`src/rtl/nibble_step_counter_pkg.sv`:
```
// Shared definitions for the nibble step counter slice.
//   mode_t          : FSM state encoding, which is also the MODE LED value
//   *_DEF           : default debounce / prescale constants for a 50 MHz clock
//   step4 / wraps4  : modulo-16 step and wrap detection for a single advance
package nibble_step_counter_pkg;

  typedef enum logic {
    MODE_MANUAL = 1'b0,
    MODE_AUTO   = 1'b1
  } mode_t;

  localparam int DEB_CYCLES_DEF = 500000;    // 10 ms @ 50 MHz
  localparam int TICK_DIV_DEF   = 50000000;  // 1 Hz  @ 50 MHz

  function automatic logic [3:0] step4(input logic [3:0] v, input logic up);
    return up ? v + 4'd1 : v - 4'd1;
  endfunction

  function automatic logic wraps4(input logic [3:0] v, input logic up);
    return up ? (v == 4'hF) : (v == 4'h0);
  endfunction

endpackage

```
`src/rtl/nibble_step_counter_key_debouncer.sv`:
```
// key_debouncer: turns a raw, active-low, asynchronous pushbutton into a
// one-cycle press pulse.
//   clk    : system clock
//   rst    : asynchronous active-high reset
//   key_n  : raw pushbutton, low = pressed
//   press  : one-cycle pulse when the debounced level falls 1->0
// The key goes through two flops first. A candidate change must then be seen
// for DEB_CYCLES consecutive synced samples before the debounced level moves.
module key_debouncer
  import nibble_step_counter_pkg::*;
#(
  parameter int DEB_CYCLES = DEB_CYCLES_DEF
) (
  input  logic clk,
  input  logic rst,
  input  logic key_n,
  output logic press
);

  localparam int              CW      = (DEB_CYCLES > 2) ? $clog2(DEB_CYCLES) : 1;
  localparam logic [CW-1:0]   CNT_MAX = CW'(DEB_CYCLES - 1);

  logic          sync1, sync2;
  logic          level;
  logic [CW-1:0] cnt;

  always_ff @(posedge clk or posedge rst) begin
    if (rst) begin
      sync1 <= 1'b1;
      sync2 <= 1'b1;
      level <= 1'b1;
      cnt   <= '0;
      press <= 1'b0;
    end else begin
      sync1 <= key_n;
      sync2 <= sync1;
      press <= 1'b0;
      // Any sample agreeing with the current level cancels a pending change.
      if (sync2 == level) begin
        cnt <= '0;
      end else if (cnt == CNT_MAX) begin
        level <= sync2;
        cnt   <= '0;
        press <= ~sync2;  // only the falling edge (press) is an event
      end else begin
        cnt <= cnt + 1'b1;
      end
    end
  end

endmodule

```
`src/rtl/nibble_step_counter.sv`:
```
// nibble_step_counter: 4-bit count source for the two-digit decimal display.
//   CLOCK_50 : system clock
//   RESET    : asynchronous active-high reset
//   KEY_STEP : raw active-low step button (asynchronous)
//   SW_LOAD  : load value; LOAD : level, forces V to SW_LOAD while high
//   UP       : 1 = increment, 0 = decrement
//   RUN      : 1 = auto-advance once per prescaler tick, 0 = advance per press
//   V        : registered count
//   WRAP     : one-cycle pulse on the advance that wraps 15->0 or 0->15
//   MODE     : registered FSM state (0 manual, 1 auto)
module nibble_step_counter
  import nibble_step_counter_pkg::*;
#(
  parameter int DEB_CYCLES = DEB_CYCLES_DEF,
  parameter int TICK_DIV   = TICK_DIV_DEF   // must be >= 2
) (
  input  logic       CLOCK_50,
  input  logic       RESET,
  input  logic       KEY_STEP,
  input  logic [3:0] SW_LOAD,
  input  logic       LOAD,
  input  logic       UP,
  input  logic       RUN,
  output logic [3:0] V,
  output logic       WRAP,
  output logic       MODE
);

  localparam int            PW     = $clog2(TICK_DIV);
  localparam logic [PW-1:0] PS_MAX = PW'(TICK_DIV - 1);

  mode_t         state;
  logic [PW-1:0] ps;
  logic          press;
  logic          tick;

  assign MODE = state;
  assign tick = (state == MODE_AUTO) && (ps == PS_MAX);

  key_debouncer #(.DEB_CYCLES(DEB_CYCLES)) u_deb (
    .clk   (CLOCK_50),
    .rst   (RESET),
    .key_n (KEY_STEP),
    .press (press)
  );

  always_ff @(posedge CLOCK_50 or posedge RESET) begin
    if (RESET) state <= MODE_MANUAL;
    else       state <= RUN ? MODE_AUTO : MODE_MANUAL;
  end

  // Held at zero outside AUTO and during LOAD so the first tick always lands
  // a full TICK_DIV cycles after entering AUTO or dropping LOAD.
  always_ff @(posedge CLOCK_50 or posedge RESET) begin
    if (RESET)                                 ps <= '0;
    else if (state == MODE_MANUAL || LOAD)     ps <= '0;
    else if (ps == PS_MAX)                     ps <= '0;
    else                                       ps <= ps + 1'b1;
  end

  always_ff @(posedge CLOCK_50 or posedge RESET) begin
    if (RESET) begin
      V    <= 4'd0;
      WRAP <= 1'b0;
    end else if (LOAD) begin
      V    <= SW_LOAD;
      WRAP <= 1'b0;
    end else if ((state == MODE_MANUAL && press) || (state == MODE_AUTO && tick)) begin
      V    <= step4(V, UP);
      WRAP <= wraps4(V, UP);
    end else begin
      WRAP <= 1'b0;
    end
  end

endmodule

```
`config.mk`:
```
export PLATFORM = sky130hd
export DESIGN_NAME = nibble_step_counter
export DESIGN_NICKNAME = d
export VERILOG_FILES = /design/src/rtl/nibble_step_counter_pkg.sv /design/src/rtl/nibble_step_counter_key_debouncer.sv /design/src/rtl/nibble_step_counter.sv
export SDC_FILE = /design/constraint.sdc
export NUM_CORES = 1
export LEC_CHECK = 0
export CORE_MARGIN = 4
export CORE_UTILIZATION = 50
export CTS_CLUSTER_DIAMETER = 40
export DETAILED_ROUTE_END_ITERATION = 8
export HOLD_SLACK_MARGIN = 0.08
export PLACE_DENSITY_LB_ADDON = 0.1
export SLEW_MARGIN = 20
export SYNTH_ARGS = -nofsm -noshare
export SYNTH_HDL_FRONTEND = slang
export SYNTH_SLANG_ARGS = --single-unit
export TNS_END_PERCENT = 50
```
`constraint.sdc`:
```
create_clock -name CLOCK_50 -period 5.4 [get_ports CLOCK_50]
set_input_delay 1.35 -clock CLOCK_50 [delete_from_list [all_inputs] [get_ports CLOCK_50]]
set_output_delay 1.35 -clock CLOCK_50 [all_outputs]
set_load 0.01 [all_outputs]
```
==> Word level (Yosys, flattened, before mapping) <==
Index checks and enable logic that the tools add are counted.
{ "word_totals": {"register_bits": 55, "input_bits": 10, "out_inout_bits": 6, "elab_cells": 41} }
{ "op_classes": {"addsub": 4, "eq_ne": 4, "mux": 13, "bitwise_logic": 3, "n_reduce_logical": 8} }
{ "ops": {"columns": ["op", "n"], "rows": [
  ["$mux 26", 2],
  ["$mux 19", 2],
  ["$add 26x1->26 const B", 1],
  ["$eq 26x26->1 const B", 1],
  ["$add 19x1->19 const B", 1],
  ["$eq 19x19->1 const B", 1],
  ["$mux 4", 3],
  ["$mux 1", 6],
  ["$add 4x1->4 const B", 1],
  ["$eq 4x4->1 const B", 1],
  ["$logic_not 4->1", 1],
  ["$sub 4x1->4 const B", 1],
  ["$logic_and 1x1->1", 3],
  ["$not 1->1", 3],
  ["$logic_or 1x1->1", 2],
  ["$reduce_and 2->1", 1],
  ["$reduce_bool 2->1", 1],
  ["$eq 1x1->1", 1]
]} }

==> Longest topological paths before layout <==
{ "depth": {"ltp_word": 6, "mapped_depth": 8} }

==> Modules after synthesis <==
Synthesis repeated with hierarchy kept, for this count alone.
{ "unflattened": {"cells_unflattened": 281, "area_unflattened_um2": 2872.8} }
{ "by_module_without_submodules": {"columns": ["mod", "n_inst", "cells_each", "area_each_um2", "seq_area_each_um2"], "rows": [
  ["nibble_step_counter", 1, 173, 1715.4, 800.8],
  ["key_debouncer", 1, 108, 1157.4, 579.3]
]} }

==> Worst setup path after synthesis <==
OpenSTA, ideal clock, no wires.
{ "synth_timing": {"path_kind": "in2reg", "start": "input UP", "end": "register V[3]", "setup_time_ps": 124, "arrival_ps": 2536, "slack_ps": 2740, "stages": 7, "n_path_buf": 0, "path_cell_list": "inv_1 -> ha_1 -> a21o_1 -> a21oi_1 -> xnor2_1 -> and3_1 -> o31a_1"} }
{ "synth_between": {"elab_chain_cells": 3} }
{ "synth_rtl": {"columns": ["element", "line_no", "rtl"], "rows": [
  ["start: declaration", "nibble_step_counter.sv:22", "input logic UP,"],
  ["$mux 4", "nibble_step_counter_pkg.sv:16", "return up ? v + 4'd1 : v - 4'd1;"],
  ["$mux 4", "nibble_step_counter.sv:68", "end else if ((state == MODE_MANUAL && press) || (state == MODE_AUTO && tick)) begin"],
  ["$mux 4", "nibble_step_counter.sv:65", "end else if (LOAD) begin"],
  ["end signal: assignment", "nibble_step_counter.sv:69", "V <= step4(V, UP);"],
  ["end: declaration", "nibble_step_counter.sv:24", "output logic [3:0] V,"]
]} }
No other way between the ends. The select of a mux whose other input is x is not followed.
A chain may end at the register's enable or synchronous reset.

==> Final worst setup path <==
Same ends and word-level chain as after synthesis.

==> flow_summary.ini <==
[die]
rows = 27
dieArea_mm2 = 0.00716
io_pins = 16
die_y_um = 84.6
initial_core_util = 0.523
core_area_mm2 = 0.00561
die_w_um = 84.6

[yosys]
ys_seq_area_frac = 0.470
synth.avg_cell_area_um2 = 10.6
synthesis.nets = 294
ys_warn_count = 0
synth_top_cell_by_area = dfrtp_1
syn-cell-area_mm2 = 0.00294
synth.most_common_cell = dfrtp_1
postSynthCellCount = 278
synth_top_area_frac = 0.443
synth_commonest_cells = dfrtp_1, nor2_1, xor2_1
ys_ff_latch = 55
synthFlopType = dfrtp_1
async_flop_share = 1.00
synthTopCellsByArea = dfrtp_1, xor2_1, xnor2_1
synth_cell_types = 46
synth_edf_count = 0

[grt]
grt_antenna_before_repair = 0
grt_usage = 0.150
grt_overflow_total = 0
grt_max_degree = 56
grt_pass1_wl_um = 8900
grt_pass1_vias = 1966

[placement]
dpl_cell_area_mm2 = 0.00311
dp.cells = 359
io_buffers = 15
pre_cts_ws_ns = 2.14
dp_hpwl_um = 3310
gp_congestion = 0.776

[finish]
fillers = 501
layout.cells.non_filler = 367
reg.largest.list = ps x26, u_deb.cnt x19, V x4
largest_register = ps
syn_to_final_growth_pct = 9.12
drive_gt1_frac = 0.149
final-seq-area_mm2 = 0.00138
design_area_mm2 = 0.00320
multi_input_comb_area_mm2 = 0.00144
antenna_cells = 0
finalNetCount = 310
largest_reg_flops = 26

[timing]
worstMarginPinSlew_ns = 0.676
relSlewSlack = 0.550
finalCritPeriodShare = 0.544
hold_ws_ns = 0.363
tns_ns = 0
timing.fmax_mhz = 340
setup_slack_ns = 2.46
finalHoldViolCount = 0
maxSlewViolCount = 0
rsz0062_at_grt = false
period_needed_ns = 2.94
fin_skew_ns = 0.0121
setup_viol = 0

[clock_network]
cts_buffer_depth = 2
clock_latency_ns = 0.31
post_cts_resized = 0
cts_tree = done
numCtsBuffers = 5
clock-root-buffer = clkbuf_8
postCtsSetupRepairBufs = 0
htreeDepth = 2
cts.sinks = 55
cts_hold_buf = 0
path_clk_slew_ns = 0.11

[min_path]
hold_class = flop to flop

[outcome]
status = finished, final reports clean

[detailed_routing]
first_pass_iters = 4
first_iter_violations = 92
via_per_inst = 5.22
wl_per_cell_um = 13.1
drt_wl_total_um = 4810
via_count = 1915
postRouteAntennaNets = 0
drc = 0

[job]
drv_cap = 0

[critical_path]
path_class = primary input to flop
path_max_fanout = 4
crit_arrival_ns = 3.14
crit_path_end_kind = flop
cp.required_ns = 5.60
crit_path_start_kind = primary input

[pwr]
p_leak_nw = 1.31
power.density_mw_per_mm2 = 223
peakVddDrop_v = 0.000143
==> placed cells by master (no fill, tap or decap), drive strengths merged, types with 2 or more instances in the layout <==
| cell | n |
|---|---|
| mux2i | 2 |
| nor3 | 9 |
| a21oi | 3 |
| nor4 | 4 |
| xor2 | 28 |
| and2 | 2 |
| and3 | 9 |
| o21ai | 3 |
| nand3 | 23 |
| and4 | 3 |
| clkbuf | 5 |
| nand2 | 14 |
| dfrtp | 52 |
| nor2 | 54 |
| nand4 | 15 |
| buf | 2 |
| ha | 5 |
| and4bb | 2 |
| xnor2 | 17 |
| nand2b | 2 |
| clkdlybuf4s50 | 15 |
| inv | 10 |
| dfstp | 3 |
==> metal layers <==
metal,up-vias,part of all wire,GRT usage,routed length (µm)
met5,-,0,0,0
met3,5,0.023,0.0294,110
met4,0,0.013,0.0475,64
met2,15,0.49,0.265,2370
met1,922,0.47,0.184,2270
li1,973,-,-,-
==> cell families after synthesis <==
logic type,count (synthesis),synth area share
XOR/XNOR,45,0.134
AO/OA/AOI/OAI,9,0.0230
multiplexers,3,0.0107
adder cells (fa/ha/maj),6,0.0281
buffers and inverters,16,0.0384
flip-flops,55,0.470
AND/OR/NAND/NOR,144,0.295
==> through the flow <==
stage / power (mW) / util
after global placement: 0.488 / 0.554
after global routing: 0.753 / 0.571
after floorplan: 0.471 / -
after CTS: 0.733 / 0.571
final: 0.715 / 0.571
after detailed placement: 0.489 / 0.554
==> critical path, cell delays in order <==
cell and delay [ns]:
clkdlybuf4s50_1 0.50, inv_1 0.11, ha_1 0.31, a21o_1 0.16
a21oi_1 0.16, xnor2_1 0.09, and3_1 0.18, o31a_1 0.27
==> path summary, 6_finish.rpt <==
path / startpoint / endpoint / slack, ns / cells after the start
min in group asynchronous: RESET / u_deb.cnt[3]$_DFF_PP0_ / 1.51 / 3
setup reg to reg: ps[0]$_DFF_PP0_ / ps[4]$_DFF_PP0_ / 3.34 / 7
hold reg to reg: u_deb.sync1$_DFF_PP1_ / u_deb.sync2$_DFF_PP1_ / 0.36 / 0
max in group asynchronous: RESET / ps[6]$_DFF_PP0_ / 3.41 / 3
hold / removal: u_deb.sync1$_DFF_PP1_ / u_deb.sync2$_DFF_PP1_ / 0.36 / 0
setup / recovery: UP / V[3]$_DFFE_PP0P_ / 2.46 / 8
==> power by group <==
group          internal (mW)  leakage, nW  switching, mW
Combinational         0.0229        0.518         0.0297
Sequential             0.418        0.744        0.00800
Clock                 0.0957       0.0491          0.141
Total                  0.537         1.31          0.178
==> layout make-up <==
class	instances	share of cell area
Multi-Input combinational cell	207	0.450
Sequential cell	55	0.431
Timing Repair Buffer	17	0.0516
Tap cell	72	0.0281
Clock buffer	5	0.0215
Inverter	8	0.00938
Clock inverter	3	0.00820
Note: power is estimated with default switching activity, not from simulation.
